$ cat config.mk
export PLATFORM = sky130hd
export DESIGN_NAME = fix_bodylength_acc_flat
export DESIGN_NICKNAME = d
export VERILOG_FILES = /design/src/rtl/fix_bodylength_acc_pkg.sv /design/src/rtl/fix_bodylength_acc_if.sv /design/src/rtl/fix_bodylength_acc_bin2bcd.sv /design/src/rtl/fix_bodylength_acc.sv /design/src/flat_wrapper.sv
export SDC_FILE = /design/constraint.sdc
export NUM_CORES = 1
export LEC_CHECK = 0
export CAP_MARGIN = 30
export CELL_PAD_IN_SITES_DETAIL_PLACEMENT = 1
export CELL_PAD_IN_SITES_GLOBAL_PLACEMENT = 1
export CORE_MARGIN = 3
export CORE_UTILIZATION = 38
export DETAILED_ROUTE_END_ITERATION = 16
export PLACE_DENSITY = 0.83
export SYNTH_ARGS = -nofsm -noshare
export SYNTH_HDL_FRONTEND = slang
export SYNTH_SLANG_ARGS = --single-unit
$ cat constraint.sdc
create_clock -name clk -period 3.83 [get_ports clk]
set_input_delay 0.9575 -clock clk [delete_from_list [all_inputs] [get_ports clk]]
set_output_delay 0.9575 -clock clk [all_outputs]
set_load 0.02 [all_outputs]
$ cat src/rtl/fix_bodylength_acc_pkg.sv
// fix_len_pkg: shared FSM states, ASCII constants and BCD sizing helpers for the BodyLength generator
package fix_len_pkg;
  typedef enum logic [2:0] {IDLE, ACCUM, CONV, NORM, HOLD} state_t;
  localparam logic [7:0] ASCII_ZERO = 8'h30;
  localparam logic [7:0] ASCII_NINE = 8'h39;
  function automatic int bcd_width(input int max_digits);
    return 4 * max_digits;
  endfunction
  function automatic int conv_digits(input int len_width);
    return (len_width * 302 + 999) / 1000 + 1;
  endfunction
endpackage

$ cat src/rtl/fix_bodylength_acc_if.sv
// fix_bodylength_acc_if: field-stream / result handshake bundle between sequencer and BodyLength generator
interface fix_bodylength_acc_if #(
  parameter int LEN_WIDTH = 16,
  parameter int FIELD_LEN_WIDTH = 8,
  parameter int MAX_DIGITS = 5
);
  logic start_i;
  logic field_valid_i;
  logic [FIELD_LEN_WIDTH-1:0] field_len_i;
  logic end_i;
  logic ack_i;
  logic busy_o;
  logic valid_o;
  logic [LEN_WIDTH-1:0] len_bin_o;
  logic [8*MAX_DIGITS-1:0] ascii_o;
  logic [$clog2(MAX_DIGITS+1)-1:0] digits_o;
  logic overflow_o;
  modport master (
    output start_i, field_valid_i, field_len_i, end_i, ack_i,
    input busy_o, valid_o, len_bin_o, ascii_o, digits_o, overflow_o
  );
  modport slave (
    input start_i, field_valid_i, field_len_i, end_i, ack_i,
    output busy_o, valid_o, len_bin_o, ascii_o, digits_o, overflow_o
  );
endinterface

$ cat src/rtl/fix_bodylength_acc_bin2bcd.sv
// bin2bcd_seq: sequential double-dabble, one bit per cycle, done pulses the cycle after the last shift
module bin2bcd_seq #(
  parameter int BIN_W = 16,
  parameter int DIGITS = 6
) (
  input  logic                  clk,
  input  logic                  rst,
  input  logic                  start,
  input  logic [BIN_W-1:0]      bin,
  output logic                  done,
  output logic [4*DIGITS-1:0]   bcd
);
  localparam int CW = $clog2(BIN_W + 1);
  logic [BIN_W-1:0] sh;
  logic [CW-1:0] cnt;
  logic [4*DIGITS-1:0] adj;
  always_comb begin
    adj = bcd;
    for (int d = 0; d < DIGITS; d++)
      adj[4*d+:4] = bcd[4*d+:4] > 4'd4 ? bcd[4*d+:4] + 4'd3 : bcd[4*d+:4];
  end
  always_ff @(posedge clk) begin
    if (!rst) begin
      sh <= '0;
      cnt <= '0;
      bcd <= '0;
      done <= 1'b0;
    end else begin
      done <= cnt == CW'(1);
      if (start) begin
        sh <= bin;
        bcd <= '0;
        cnt <= CW'(BIN_W);
      end else if (cnt != '0) begin
        {bcd, sh} <= {adj, sh} << 1;
        cnt <= cnt - 1'b1;
      end
    end
  end
endmodule

$ cat src/rtl/fix_bodylength_acc.sv
// fix_bodylength_acc: sums streamed field lengths plus overhead and emits FIX BodyLength as left-justified ASCII
module fix_bodylength_acc
  import fix_len_pkg::*;
#(
  parameter int LEN_WIDTH = 16,
  parameter int FIELD_LEN_WIDTH = 8,
  parameter int MAX_DIGITS = 5,
  parameter int FIXED_OVERHEAD = 0
) (
  input logic clk,
  input logic rst,
  fix_bodylength_acc_if.slave bus
);
  localparam int CD = conv_digits(LEN_WIDTH);
  localparam int DW = $clog2(MAX_DIGITS + 1);
  localparam int SW = LEN_WIDTH + 2;
  localparam logic [LEN_WIDTH-1:0] MAXV = '1;
  state_t state, state_nxt;
  logic [LEN_WIDTH-1:0] acc, total, len_bin;
  logic [SW-1:0] s;
  logic sat, ovf, ovf_out, conv_start, conv_done, big;
  logic [bcd_width(CD)-1:0] bcd;
  logic [8*MAX_DIGITS-1:0] ascii, ascii_nxt;
  logic [DW-1:0] digits, digits_nxt;
  int n;
  bin2bcd_seq #(.BIN_W(LEN_WIDTH), .DIGITS(CD)) u_conv (
    .clk(clk), .rst(rst), .start(conv_start), .bin(total), .done(conv_done), .bcd(bcd)
  );
  // a start in ACCUM discards the running sum, so its coincident field opens the new message
  always_comb begin
    s = SW'(state == ACCUM && !bus.start_i ? acc : '0)
      + (bus.field_valid_i ? SW'(bus.field_len_i) : '0)
      + (bus.end_i && !bus.start_i ? SW'(FIXED_OVERHEAD) : '0);
    sat = s > SW'(MAXV);
    total = sat ? MAXV : s[LEN_WIDTH-1:0];
    conv_start = state == ACCUM && bus.end_i && !bus.start_i;
  end
  always_ff @(posedge clk) state <= !rst ? IDLE : state_nxt;
  always_comb
    state_nxt = state == IDLE  ? (bus.start_i ? ACCUM : IDLE) :
                state == ACCUM ? (conv_start ? CONV : ACCUM) :
                state == CONV  ? (conv_done ? NORM : CONV) :
                state == NORM  ? HOLD :
                                 (bus.ack_i ? IDLE : HOLD);
  always_comb begin
    bus.busy_o = state != IDLE;
    bus.valid_o = state == HOLD;
  end
  // leading-zero strip: n is the count of significant BCD digits, never below one
  always_comb begin
    n = 1;
    for (int i = 1; i < CD; i++)
      if (bcd[4*i+:4] != 4'd0) n = i + 1;
    big = n > MAX_DIGITS;
    ascii_nxt = '0;
    for (int i = 0; i < MAX_DIGITS; i++)
      if (big) ascii_nxt[8*i+:8] = ASCII_NINE;
      else if (i < n) ascii_nxt[8*i+:8] = ASCII_ZERO | {4'h0, bcd[4*(n-1-i)+:4]};
    digits_nxt = big ? DW'(MAX_DIGITS) : DW'(n);
  end
  always_ff @(posedge clk) begin
    if (!rst) begin
      acc <= '0;
      ovf <= 1'b0;
      len_bin <= '0;
      ascii <= '0;
      digits <= '0;
      ovf_out <= 1'b0;
    end else begin
      if (state == IDLE && bus.start_i) begin
        acc <= '0;
        ovf <= 1'b0;
      end
      if (state == ACCUM) begin
        acc <= total;
        ovf <= (ovf && !bus.start_i) || sat;
        if (conv_start) len_bin <= total;
      end
      if (state == NORM) begin
        ascii <= ascii_nxt;
        digits <= digits_nxt;
        ovf_out <= ovf || big;
      end
    end
  end
  assign bus.len_bin_o = len_bin;
  assign bus.ascii_o = ascii;
  assign bus.digits_o = digits;
  assign bus.overflow_o = ovf_out;
endmodule

$ cat src/flat_wrapper.sv
// flat-port wrapper written by rule: the top's interface ports become plain ports
module fix_bodylength_acc_flat import fix_len_pkg::*;
#(
  parameter int LEN_WIDTH = 16,
  parameter int FIELD_LEN_WIDTH = 8,
  parameter int MAX_DIGITS = 5,
  parameter int FIXED_OVERHEAD = 0
)
  (clk, rst, bus_start_i, bus_field_valid_i, bus_field_len_i, bus_end_i, bus_ack_i, bus_busy_o, bus_valid_o, bus_len_bin_o, bus_ascii_o, bus_digits_o, bus_overflow_o);
  fix_bodylength_acc_if #(.LEN_WIDTH(LEN_WIDTH), .FIELD_LEN_WIDTH(FIELD_LEN_WIDTH), .MAX_DIGITS(MAX_DIGITS)) bus_i ();
  input logic clk;
  input logic rst;
  input wire logic [$bits(bus_i.start_i)-1:0] bus_start_i;
  input wire logic [$bits(bus_i.field_valid_i)-1:0] bus_field_valid_i;
  input wire logic [$bits(bus_i.field_len_i)-1:0] bus_field_len_i;
  input wire logic [$bits(bus_i.end_i)-1:0] bus_end_i;
  input wire logic [$bits(bus_i.ack_i)-1:0] bus_ack_i;
  output wire logic [$bits(bus_i.busy_o)-1:0] bus_busy_o;
  output wire logic [$bits(bus_i.valid_o)-1:0] bus_valid_o;
  output wire logic [$bits(bus_i.len_bin_o)-1:0] bus_len_bin_o;
  output wire logic [$bits(bus_i.ascii_o)-1:0] bus_ascii_o;
  output wire logic [$bits(bus_i.digits_o)-1:0] bus_digits_o;
  output wire logic [$bits(bus_i.overflow_o)-1:0] bus_overflow_o;
  assign bus_i.start_i = bus_start_i;
  assign bus_i.field_valid_i = bus_field_valid_i;
  assign bus_i.field_len_i = bus_field_len_i;
  assign bus_i.end_i = bus_end_i;
  assign bus_i.ack_i = bus_ack_i;
  assign bus_busy_o = bus_i.busy_o;
  assign bus_valid_o = bus_i.valid_o;
  assign bus_len_bin_o = bus_i.len_bin_o;
  assign bus_ascii_o = bus_i.ascii_o;
  assign bus_digits_o = bus_i.digits_o;
  assign bus_overflow_o = bus_i.overflow_o;
  fix_bodylength_acc #(.LEN_WIDTH(LEN_WIDTH), .FIELD_LEN_WIDTH(FIELD_LEN_WIDTH), .MAX_DIGITS(MAX_DIGITS), .FIXED_OVERHEAD(FIXED_OVERHEAD)) u_core (.clk(clk), .rst(rst), .bus(bus_i));
endmodule
Word level (Yosys, flattened, before mapping). Cells that the tools add are included.

Logic and storage cells: 110. Input port bits: 14. Bits in registers: 126. Output and inout bits: 62.

Eq/ne operators: 5. Muxes and demuxes: 41. Reductions and logical operators: 20. Shift-type cells: 5. $add $sub $neg: 13. Bitwise gates (word level): 1. $lt $le $gt $ge: 13.

Operators with widths (count): $shiftx 24x32->4 (5); $mux 32 (4); $mux 16 (6); $lt 3x32->1 const A (2); $sub 30x2->30 const B (2); $sub 30x3->30 const B (2); $mux 8 (5); $mux 6 (6); $gt 32x4->1 const B (1); $lt 1x32->1 const A (1); $lt 2x32->1 const A (1); $lt 4x32->1 const A (1); $sub 30x4->30 const B (1); $gt 4x3->1 const B (6); $mux 3 (7); $add 4x2->4 const B (5); $mux 4 (5); $reduce_bool 4->1 (5); $add 18x18->18 (1); $gt 18x16->1 const B (1); $mux 5 (2); $eq 3x2->1 const B (2); $eq 5x1->1 const B (1); $logic_and 1x1->1 (5); other kinds (15) (21).

Logic depth before layout (Yosys ltp). Gate-level depths: netlist (run 1).

Depth in word-level cells: 11. Mapped depth: 17. Mapped depth without buffers: 13.

Modules after synthesis. A second synthesis (run 1) with hierarchy kept.

Cell total of the unflattened synthesis: 814. Area, all modules: 6416.2 um^2.

By module, submodules not included: fix_bodylength_acc (cells each 529, times used 1, area each 4142.7 um^2, seq. area each 1281.2 um^2); bin2bcd_seq (cells each 285, times used 1, area each 2273.4 um^2, seq. area each 920.9 um^2).

Worst setup path after synthesis (run 1). OpenSTA, ideal clock, no wires.

Kind: input to register. From: in bus_start_i. To: reg u_core.len_bin[14] (netlist: u_core.bus.len_bin_o[14]). Stages: 12. Path buffers: 1. Library setup time: 0.117 ns. Path slack: -0.081 ns. Data arrival time: 3.794 ns. Data required time: 3.713 ns. Cells stage by stage: nor4b_4 -> clkbuf_1 -> and2_1 -> ha_1 -> inv_1 -> fa_1 -> nor2b_1 -> o211a_1 -> o21ai_0 -> a211oi_1 -> a21oi_1 -> a32o_1.

Word-level cells in the longest chain between the ends: 6. Elaborated cells between the ends (all ways): 8. Classes of those cells: 1 x add/sub; 1 x order compare; 2 x mux; 4 x reduce/logical.

Ends and longest elaborated chain: from (decl) (line flat_wrapper.sv:13) `input wire logic [$bits(bus_i.start_i)-1:0] bus_start_i;`; $logic_not 1->1 (*); $logic_and 1x1->1 (line fix_bodylength_acc.sv:31) `s = SW'(state == ACCUM && !bus.start_i ? acc : '0)`; $mux 16 (line fix_bodylength_acc.sv:31); $add 18x18->18 (line fix_bodylength_acc.sv:32) `+ (bus.field_valid_i ? SW'(bus.field_len_i) : '0)`; $gt 18x16->1 (line fix_bodylength_acc.sv:34) `sat = s > SW'(MAXV);`; $mux 16 (line fix_bodylength_acc.sv:35) `total = sat ? MAXV : s[LEN_WIDTH-1:0];`; to (signal assigned) (line fix_bodylength_acc.sv:77) `if (conv_start) len_bin <= total;`; to (decl) (line fix_bodylength_acc.sv:19) `logic [LEN_WIDTH-1:0] acc, total, len_bin;`.

Every way passes the cells marked *; elsewhere a longest branch is shown, timed or not. A chain may end at the register's enable or synchronous reset.

Worst setup path in the final report (run 1).
From: in bus_start_i. To: reg u_core.acc[14].

Word-level cells in the longest chain between the ends: 7. Elaborated cells between the ends (all ways): 9. Classes of those cells: 1 x add/sub; 1 x order compare; 3 x mux; 4 x reduce/logical.

Ends and longest elaborated chain: $logic_not 1->1; $logic_and 1x1->1 (line fix_bodylength_acc.sv:31); $mux 16 (line fix_bodylength_acc.sv:31); $add 18x18->18 (line fix_bodylength_acc.sv:32); $gt 18x16->1 (line fix_bodylength_acc.sv:34); $mux 16 (line fix_bodylength_acc.sv:35); $mux 16 (line fix_bodylength_acc.sv:74) `if (state == ACCUM) begin`; to (signal assigned) (line fix_bodylength_acc.sv:75) `acc <= total;`; to (decl) (line fix_bodylength_acc.sv:19).

Several ways; a longest one is shown, not always the timed one.

==> results of run 1 <==
## state kept, by name, indices dropped and copies added, names as in the netlist, 2 cells and up
name,flops
u_core.bus.ascii_o,25
u_core.u_conv.bcd,24
u_core.acc,16
u_core.bus.len_bin_o,16
u_core.u_conv.sh,16
u_core.u_conv.cnt,5
u_core.state,3
u_core.bus.digits_o,2
## final cells by class
class,count,area (sq um),share of cell area [%]
tap,220,275,3.49
inverter,39,149,1.89
multi-input combinational,602,3850,48.8
timing repair buffer,128,1120,14.3
clock inverter,6,46.3,0.587
sequential,110,2200,27.9
clock buffer,10,239,3.03
## through the flow
step	utilization, %	cell area (sq um)	setup WS, ns	cells
floorplan	-	6520	0.0745	822
global placement	45.5	7570	-0.184	1099
detailed placement	45.5	7570	-0.276	1099
CTS	47.2	7850	0.0927	1115
global route	47.4	7880	0.00186	1115
finish	47.4	7880	0.197	1115
## cell usage after synthesis, types with 6 or more instances
master,instances
dfxtp_1,110
nand2_1,100
a21oi_1,64
o21ai_0,59
nor2_1,56
clkbuf_1,38
inv_1,37
a211oi_1,27
nand3_1,27
ha_1,26
nor3_1,21
and2_1,19
a31oi_1,17
xnor2_1,17
buf_4,16
mux2i_1,12
o211ai_1,12
o31ai_1,10
buf_2,8
o211a_1,8
o21a_1,8
a21o_1,7
buf_1,7
and3_1,6
nand4_1,6
## cells by family (layout without fill, tap and decap cells)
kind of cell    Yosys count  after routing
fa+ha+maj                27             27
other cells               1             10
buf+inv                 110            183
compound gates          255            255
flops                   110            110
xor+xnor                 18             18
mux                      17             17
simple gates            275            275
## path summary, 6_finish.rpt
kind                            endpoint  depth (start not counted)
setup / recovery          u_core.acc[14]                         15
setup reg to reg  u_core.bus.ascii_o[16]                         11
hold / removal    u_core.bus.digits_o[1]                          2
hold reg to reg   u_core.bus.digits_o[1]                          2
## repair_timing
action	4_1_cts	5_1_grt
endpoints found under the setup margin	0	31
resized for setup	0	8
buffers inserted	0	0
## layer usage
layer | wire length (um) | vias to the layer above
met5 | 0 | -
met4 | 497 | 0
met3 | 836 | 36
met2 | 9790 | 158
met1 | 9960 | 3153
li1 | - | 3051
## cell usage in the layout (no fill, tap or decap), types with 4 or more instances in the layout
cell type | Yosys | final
and2_1 | 19 | 19
nor3_1 | 21 | 21
a221o_1 | 4 | 4
xnor2_1 | 17 | 17
mux2i_1 | 12 | 11
nand2_1 | 100 | 100
o211ai_1 | 12 | 12
o21a_1 | 8 | 8
or3b_2 | 4 | 4
clkbuf_16 | 0 | 9
ha_1 | 26 | 26
o21ai_0 | 59 | 58
a21oi_1 | 64 | 63
a211oi_1 | 27 | 25
inv_1 | 37 | 37
nand4_1 | 6 | 6
buf_4 | 16 | 63
o211a_1 | 8 | 8
nand3b_1 | 4 | 4
clkdlybuf4s50_1 | 0 | 65
a31oi_1 | 17 | 17
and3_1 | 6 | 6
nand3_1 | 27 | 27
nor2_1 | 56 | 56
conb_1 | 1 | 10
o22ai_1 | 5 | 5
o31ai_1 | 10 | 9
or3_1 | 5 | 5
dfxtp_1 | 110 | 110
a32o_1 | 5 | 5
a21o_1 | 7 | 7
## worst max-delay path: cells and delay by family
kind            cells  cell delay [ns]
fa+ha+maj           2             0.54
buf+inv             5             1.01
simple gates        3             0.59
compound gates      5             0.83
## power groups by stage
stage | clock, mW | sequential [mW] | combinational (mW)
floorplan | 0 | 1.38 | 2.95
global placement | 0 | 1.41 | 4.39
detailed placement | 0 | 1.42 | 4.48
CTS | 0.931 | 1.39 | 4.50
global route | 0.986 | 1.41 | 4.98
finish | 0.915 | 1.39 | 4.60
==> metrics.md, run 1 <==
| Metric | Value |
|---|---|
| Status | finished, final reports clean |
| Max IR drop VDD | 0.703 mV |
| Post-synth EDFFs | 0 |
| Slew Viols, Final | 0 |
| CP cell instances | clkdlybuf4s50_1, nor4b_4, buf_4, and2_1, ha_1, inv_1, fa_1, nor2b_1, o211a_1, o21ai_2, a211oi_2, buf_4, buf_4, a41o_1, o21a_1 |
| FF-to-FF setup slack | 0.20 ns |
| Pwr Total | 6.91 mW |
| RSZ-0062 raised after global routing | no |
| Post-synthesis mux area share | 3.53% |
| Synth area leader | dfxtp_1 |
| M2 GR Usage | 36.9% |
| GRT Max-Usage Layer | met2 |
| Post-DRT Antenna Nets | 0 |
| Wire length of the first global-routing pass | 33.6 mm |
| Distinct cell type count after synthesis | 75 |
| Yosys warns | 0 |
| Sw Ratio | 50.4% |
| Area Growth Syn to Fin | 21.6% |
| Core ar. | 16600 sq um |
| NumNets Final | 931 |
| Clk_skew | 0.00792 ns |
| Data required time of the worst path | 4.14 ns |
| Most used cell along the critical path | buf_4 |
| Final setup viols | 0 |
| Switching Power | 3.49 mW |
| Max-cap viol count | 0 |
| Largest net degree at the start of global routing | 41 |
| Seq cells post-synth | 110 |
| Power Dens Cells | 877 nW/um^2 |
| Combinational share of power | 66.6% |
| Tot GR Track Use | 22.5% |
| Period utilization | 94.8% |
| Fmax | 0.275 GHz |
| Synth Area in Adders | 5.33% |
| DRC | 0 |
| # H-tree levels | 3 |
| Hold WS | 0.466 ns |
| Total CTS buffers | 9 |
| Avg WL per Cell | 18.9 um |
| Clock transition at path regs | 0.08 ns |
| Port-buffer cells | 65 |
| XOR/XNOR Fraction of Synth Area | 2.43% |
| Post-synth top flop | dfxtp_1 |
| Die Width | 137 um |
| CTS max path bufs | 2 |
| CP max-delay cell | clkdlybuf4s50_1 |
| Share of flip-flops with an asynchronous set or reset | 0% |
| Cells after Synth | 813 |
| WL final | 21.1 mm |
| Final Hold Viols | 0 |
| Initial Util | 39.0% |
| Fin Setup TNS | 0 ns |
| CP arrival | 3.94 ns |
| Starting DRT DRC Count | 462 |
| Grt ovf | 0 |
| Max incr delay on CP | 0.47 ns |
| Slew Limit Headroom | 48.2% |
| Fillers | 1991 |
| Static Leak | 3.09 nW |
| Hold_sp | u_core.bus.digits_o[1] |
| Final HPWL DP | 15.4 mm |
| Clock power share | 13.2% |
| Grt met1 use | 30.4% |
| DIE AREA | 18700 sq um |
| GRT met3 Usage | 2.90% |
| First-pass detailed-route iteration total | 5 |
| Worst Hold Class | reg -> reg |
| CP startpoint kind | input port |
| Worst setup path startpoint | bus_start_i |
| Layout cells sized above 1 | 12.6% |
| Synth area leaders | dfxtp_1, nand2_1, ha_1 |
| Vias/cell | 5.74 |
| Crit Path Class | in -> reg |
| Peak fanout along the critical path | 5 |
| Largest family of logic cells by synthesized area | compound AO/OA/AOI/OAI gates |
| Critical path endpoint category | flip-flop |
| Simple-gate area share of the yosys netlist | 21.2% |
| Via count | 6398 |
| Internal | 3.43 mW |
| Synthesized area | 6480 sq um |
| Sequential share of the synthesized area | 34.0% |
| Min cycle time layout | 3.63 ns |
| Die Y | 137 um |
| Vias in the first global route | 6465 |
| CTS Hold Bufs | 0 |
| Sink Count | 110 |
| Clk_lat worst skew | 0.36 ns |
| # IOs | 76 |
| Sequential Power Share | 20.2% |
| Root Driver | clkbuf_16 |
| CTS tree | done |
| Top cell type's share of synthesized area | 34.0% |
| RR Startpoint | u_core.u_conv.bcd[17] |
| Placer Congestion | 0.890 |
| Num rows | 47 |
| Initial antenna violation count | 0 |
| Avg Cell Area, Syn | 7.97 sq um |
| Slew @ Worst Pin | 0.775 ns |
| Compound-Gate Fraction of Synth Area | 25.7% |
| # diodes | 0 |
Power figures use the tool's default switching activity.
==> run 2: changes to the inputs <==
--- a/config.mk
+++ b/config.mk
@@ -15,3 +15,4 @@
 export SYNTH_ARGS = -nofsm -noshare
 export SYNTH_HDL_FRONTEND = slang
 export SYNTH_SLANG_ARGS = --single-unit
+export TNS_END_PERCENT = 30
==> results of run 2 <==
Final layout, timing and power as in run 1 (identical DEF).
==> run 3: changes to the inputs <==
--- a/config.mk
+++ b/config.mk
@@ -12,6 +12,7 @@
 export CORE_UTILIZATION = 38
 export DETAILED_ROUTE_END_ITERATION = 16
 export PLACE_DENSITY = 0.83
+export REMOVE_ABC_BUFFERS = 1
 export SYNTH_ARGS = -nofsm -noshare
 export SYNTH_HDL_FRONTEND = slang
 export SYNTH_SLANG_ARGS = --single-unit
==> run 3 against run 2 <==
Compared with the run above:
- clock skew rose by 0.0046 ns
- combinational power down 2%
- wire length decreased by 2.0%
- non-clock buffer count decreased by 12
- utilization fell by 0.51 points
- critical endpoint is now u_core.bus.ascii_o[16]
- via count rose by 0.84%
- clock power is 2% higher
- first-iteration DRC count increased by 3.5%
- cell area down 1.1%
- sequential cell count stayed put
==> metrics.md, run 3 (synthesis gave the netlist of run 1 again) <==
| Metric | Value |
|---|---|
| Fillers | 2017 (was 1991) |
| Crit Path Class | reg -> reg (was in -> reg) |
| Final setup viols | 0 (unchanged) |
| Clk_lat worst skew | 0.37 ns (was 0.36 ns) |
| Fin util | 46.9% (was 47.4%) |
| Total CTS buffers | 9 (unchanged) |
| Min cycle time layout | 3.64 ns (was 3.63 ns) |
| Fmax | 0.275 GHz (about the same) |
| Tot GR Track Use | 22.6% (was 22.5%) |
| Initial Util | 39.0% (unchanged) |
| Critical path endpoint category | flip-flop (unchanged) |
| CP arrival | 3.93 ns (was 3.94 ns) |
| Period utilization | 95.1% (was 94.8%) |
| Commonest non-fill, non-tap cell in the layout | dfxtp_1 (unchanged) |
| Port-buffer cells | 65 (unchanged) |
| Area Growth Syn to Fin | 20.3% (was 21.6%) |
| Most frequent cells in the layout | dfxtp_1, nand2_1, clkdlybuf4s50_1, a21oi_1, o21ai_0 (was dfxtp_1, nand2_1, clkdlybuf4s50_1, a21oi_1, buf_4) |
| Max-cap viol count | 0 (unchanged) |
| Num rows | 47 (unchanged) |
| Die Width | 137 um (unchanged) |
| Status | finished, final reports clean (unchanged) |
| Sink Count | 110 (unchanged) |
| DIE AREA | 18700 sq um (unchanged) |
| Die Y | 137 um (unchanged) |
| Area of placed instances | 7480 sq um (was 7570 sq um) |
| Highest Signal Layer | met4 (unchanged) |
| Root Driver | clkbuf_16 (unchanged) |
| Slew Limit Headroom | 42.6% (was 48.2%) |
| DRC | 0 (unchanged) |
| Layout cells sized above 1 | 11.6% (was 12.6%) |
| Largest net degree at the start of global routing | 41 (unchanged) |
| Power Dens Cells | 881 nW/um^2 (was 877 nW/um^2) |
| Wire length of the first global-routing pass | 33.7 mm (was 33.6 mm) |
| Via count | 6452 (was 6398) |
| Max IR drop VDD | 0.654 mV (was 0.703 mV) |
| # diodes | 0 (unchanged) |
| First-pass detailed-route iteration total | 7 (was 5) |
| Met3 wire len | 934 um (was 836 um) |
| Starting DRT DRC Count | 478 (was 462) |
| Data required time of the worst path | 4.12 ns (was 4.14 ns) |
| Placer Congestion | 0.957 (was 0.890) |
| Avg WL per Cell | 18.7 um (was 18.9 um) |
| Slew Viols, Final | 0 (unchanged) |
| Final setup margin | 0.188 ns (was 0.197 ns) |
| RSZ-0062 raised after global routing | no (unchanged) |
| # H-tree levels | 3 (unchanged) |
| NumNets Final | 919 (was 931) |
| Met1 wire length | 9.26 mm (was 9.96 mm) |
| Initial antenna violation count | 0 (unchanged) |
| # IOs | 76 (unchanged) |
| Pre-CTS WS | -0.301 ns (was -0.276 ns) |
| Peak fanout along the critical path | 7 (was 5) |
| Finished Cell Area | 7800 sq um (was 7880 sq um) |
| WL final | 20.7 mm (was 21.1 mm) |
| Final Hold Viols | 0 (unchanged) |
| CP startpoint kind | flip-flop (was input port) |
| Post-DRT Antenna Nets | 0 (unchanged) |
| Clk_skew | 0.0126 ns (was 0.00792 ns) |
| Core ar. | 16600 sq um (unchanged) |
| Slew @ Worst Pin | 0.861 ns (was 0.775 ns) |
| Final HPWL DP | 15.3 mm (was 15.4 mm) |
| Grt ovf | 0 (unchanged) |
| Vias/cell | 5.85 (was 5.74) |
| Vias in the first global route | 6494 (was 6465) |
| Metal2 WL | 9.89 mm (was 9.79 mm) |
| CTS max path bufs | 2 (unchanged) |
| Worst Hold Class | reg -> reg (unchanged) |
| CTS tree | done (unchanged) |
| CTS Hold Bufs | 0 (unchanged) |
| Max reg flops | 25 (unchanged) |
| Clock transition at path regs | 0.08 ns (about the same) |
| Static Leak | 3.03 nW (was 3.09 nW) |
-- run 3: worst max-delay path, stage by stage, from the launching register on --
cell and delay (ns):
dfxtp_1 0.36, inv_1 0.13, ha_1 0.24, or3b_2 0.56, o31ai_2 0.33, inv_1 0.11, ha_2 0.42, inv_1 0.08
ha_1 0.41, mux4_2 0.36, or3_1 0.35, a211oi_2 0.21
-- run 3: power by group --
part | internal, mW | switching, mW | leakage (nW) | total, mW
combinational | 1.59 | 2.94 | 2.00 | 4.53
sequential | 1.26 | 0.151 | 0.891 | 1.41
clock | 0.455 | 0.475 | 0.140 | 0.929
total | 3.30 | 3.56 | 3.03 | 6.87
-- run 3: per-stage QoR --
step / power [mW] / hold WS (ns) / instances / setup TNS (ns)
floorplan: 4.16 / 0.417 / 751 / -1.89
global placement: 5.57 / 0.441 / 1086 / -3.48
detailed placement: 5.68 / 0.452 / 1086 / -8.13
CTS: 6.73 / 0.469 / 1102 / 0
global route: 7.31 / 0.489 / 1103 / 0
finish: 6.87 / 0.463 / 1103 / 0
-- run 3: path summary, 6_finish.rpt --
kind,startpoint,endpoint,slack [ns],cells past startpoint
setup / recovery,u_core.u_conv.bcd[17],u_core.bus.ascii_o[16],0.19,11
setup reg to reg,u_core.u_conv.bcd[17],u_core.bus.ascii_o[16],0.19,11
hold / removal,u_core.bus.ascii_o[1],u_core.bus.ascii_o[1],0.46,2
hold reg to reg,u_core.bus.ascii_o[1],u_core.bus.ascii_o[1],0.46,2
-- run 3: final cells by class --
cell class	count	area [sq um]	area share, %
well taps	220	275	3.53
clock buffers	10	229	2.94
inverters	39	149	1.91
repair buffers	116	1040	13.4
multi-input cells	602	3850	49.4
clock inverters	6	51.3	0.658
flip-flops and latches	110	2200	28.2
-- run 3: metal layers --
layer	track usage, %	vias to the layer above
li1	-	3037
met1	28.9	3183
met2	38.0	179
met3	3.75	53
met4	8.68	0
met5	0	-
-- run 3: timing repair --
item,in CTS,in global routing
pin swaps,0,1
setup endpoints to repair,1,31
setup buffers,0,0
resized for setup,1,10
cloned,0,1
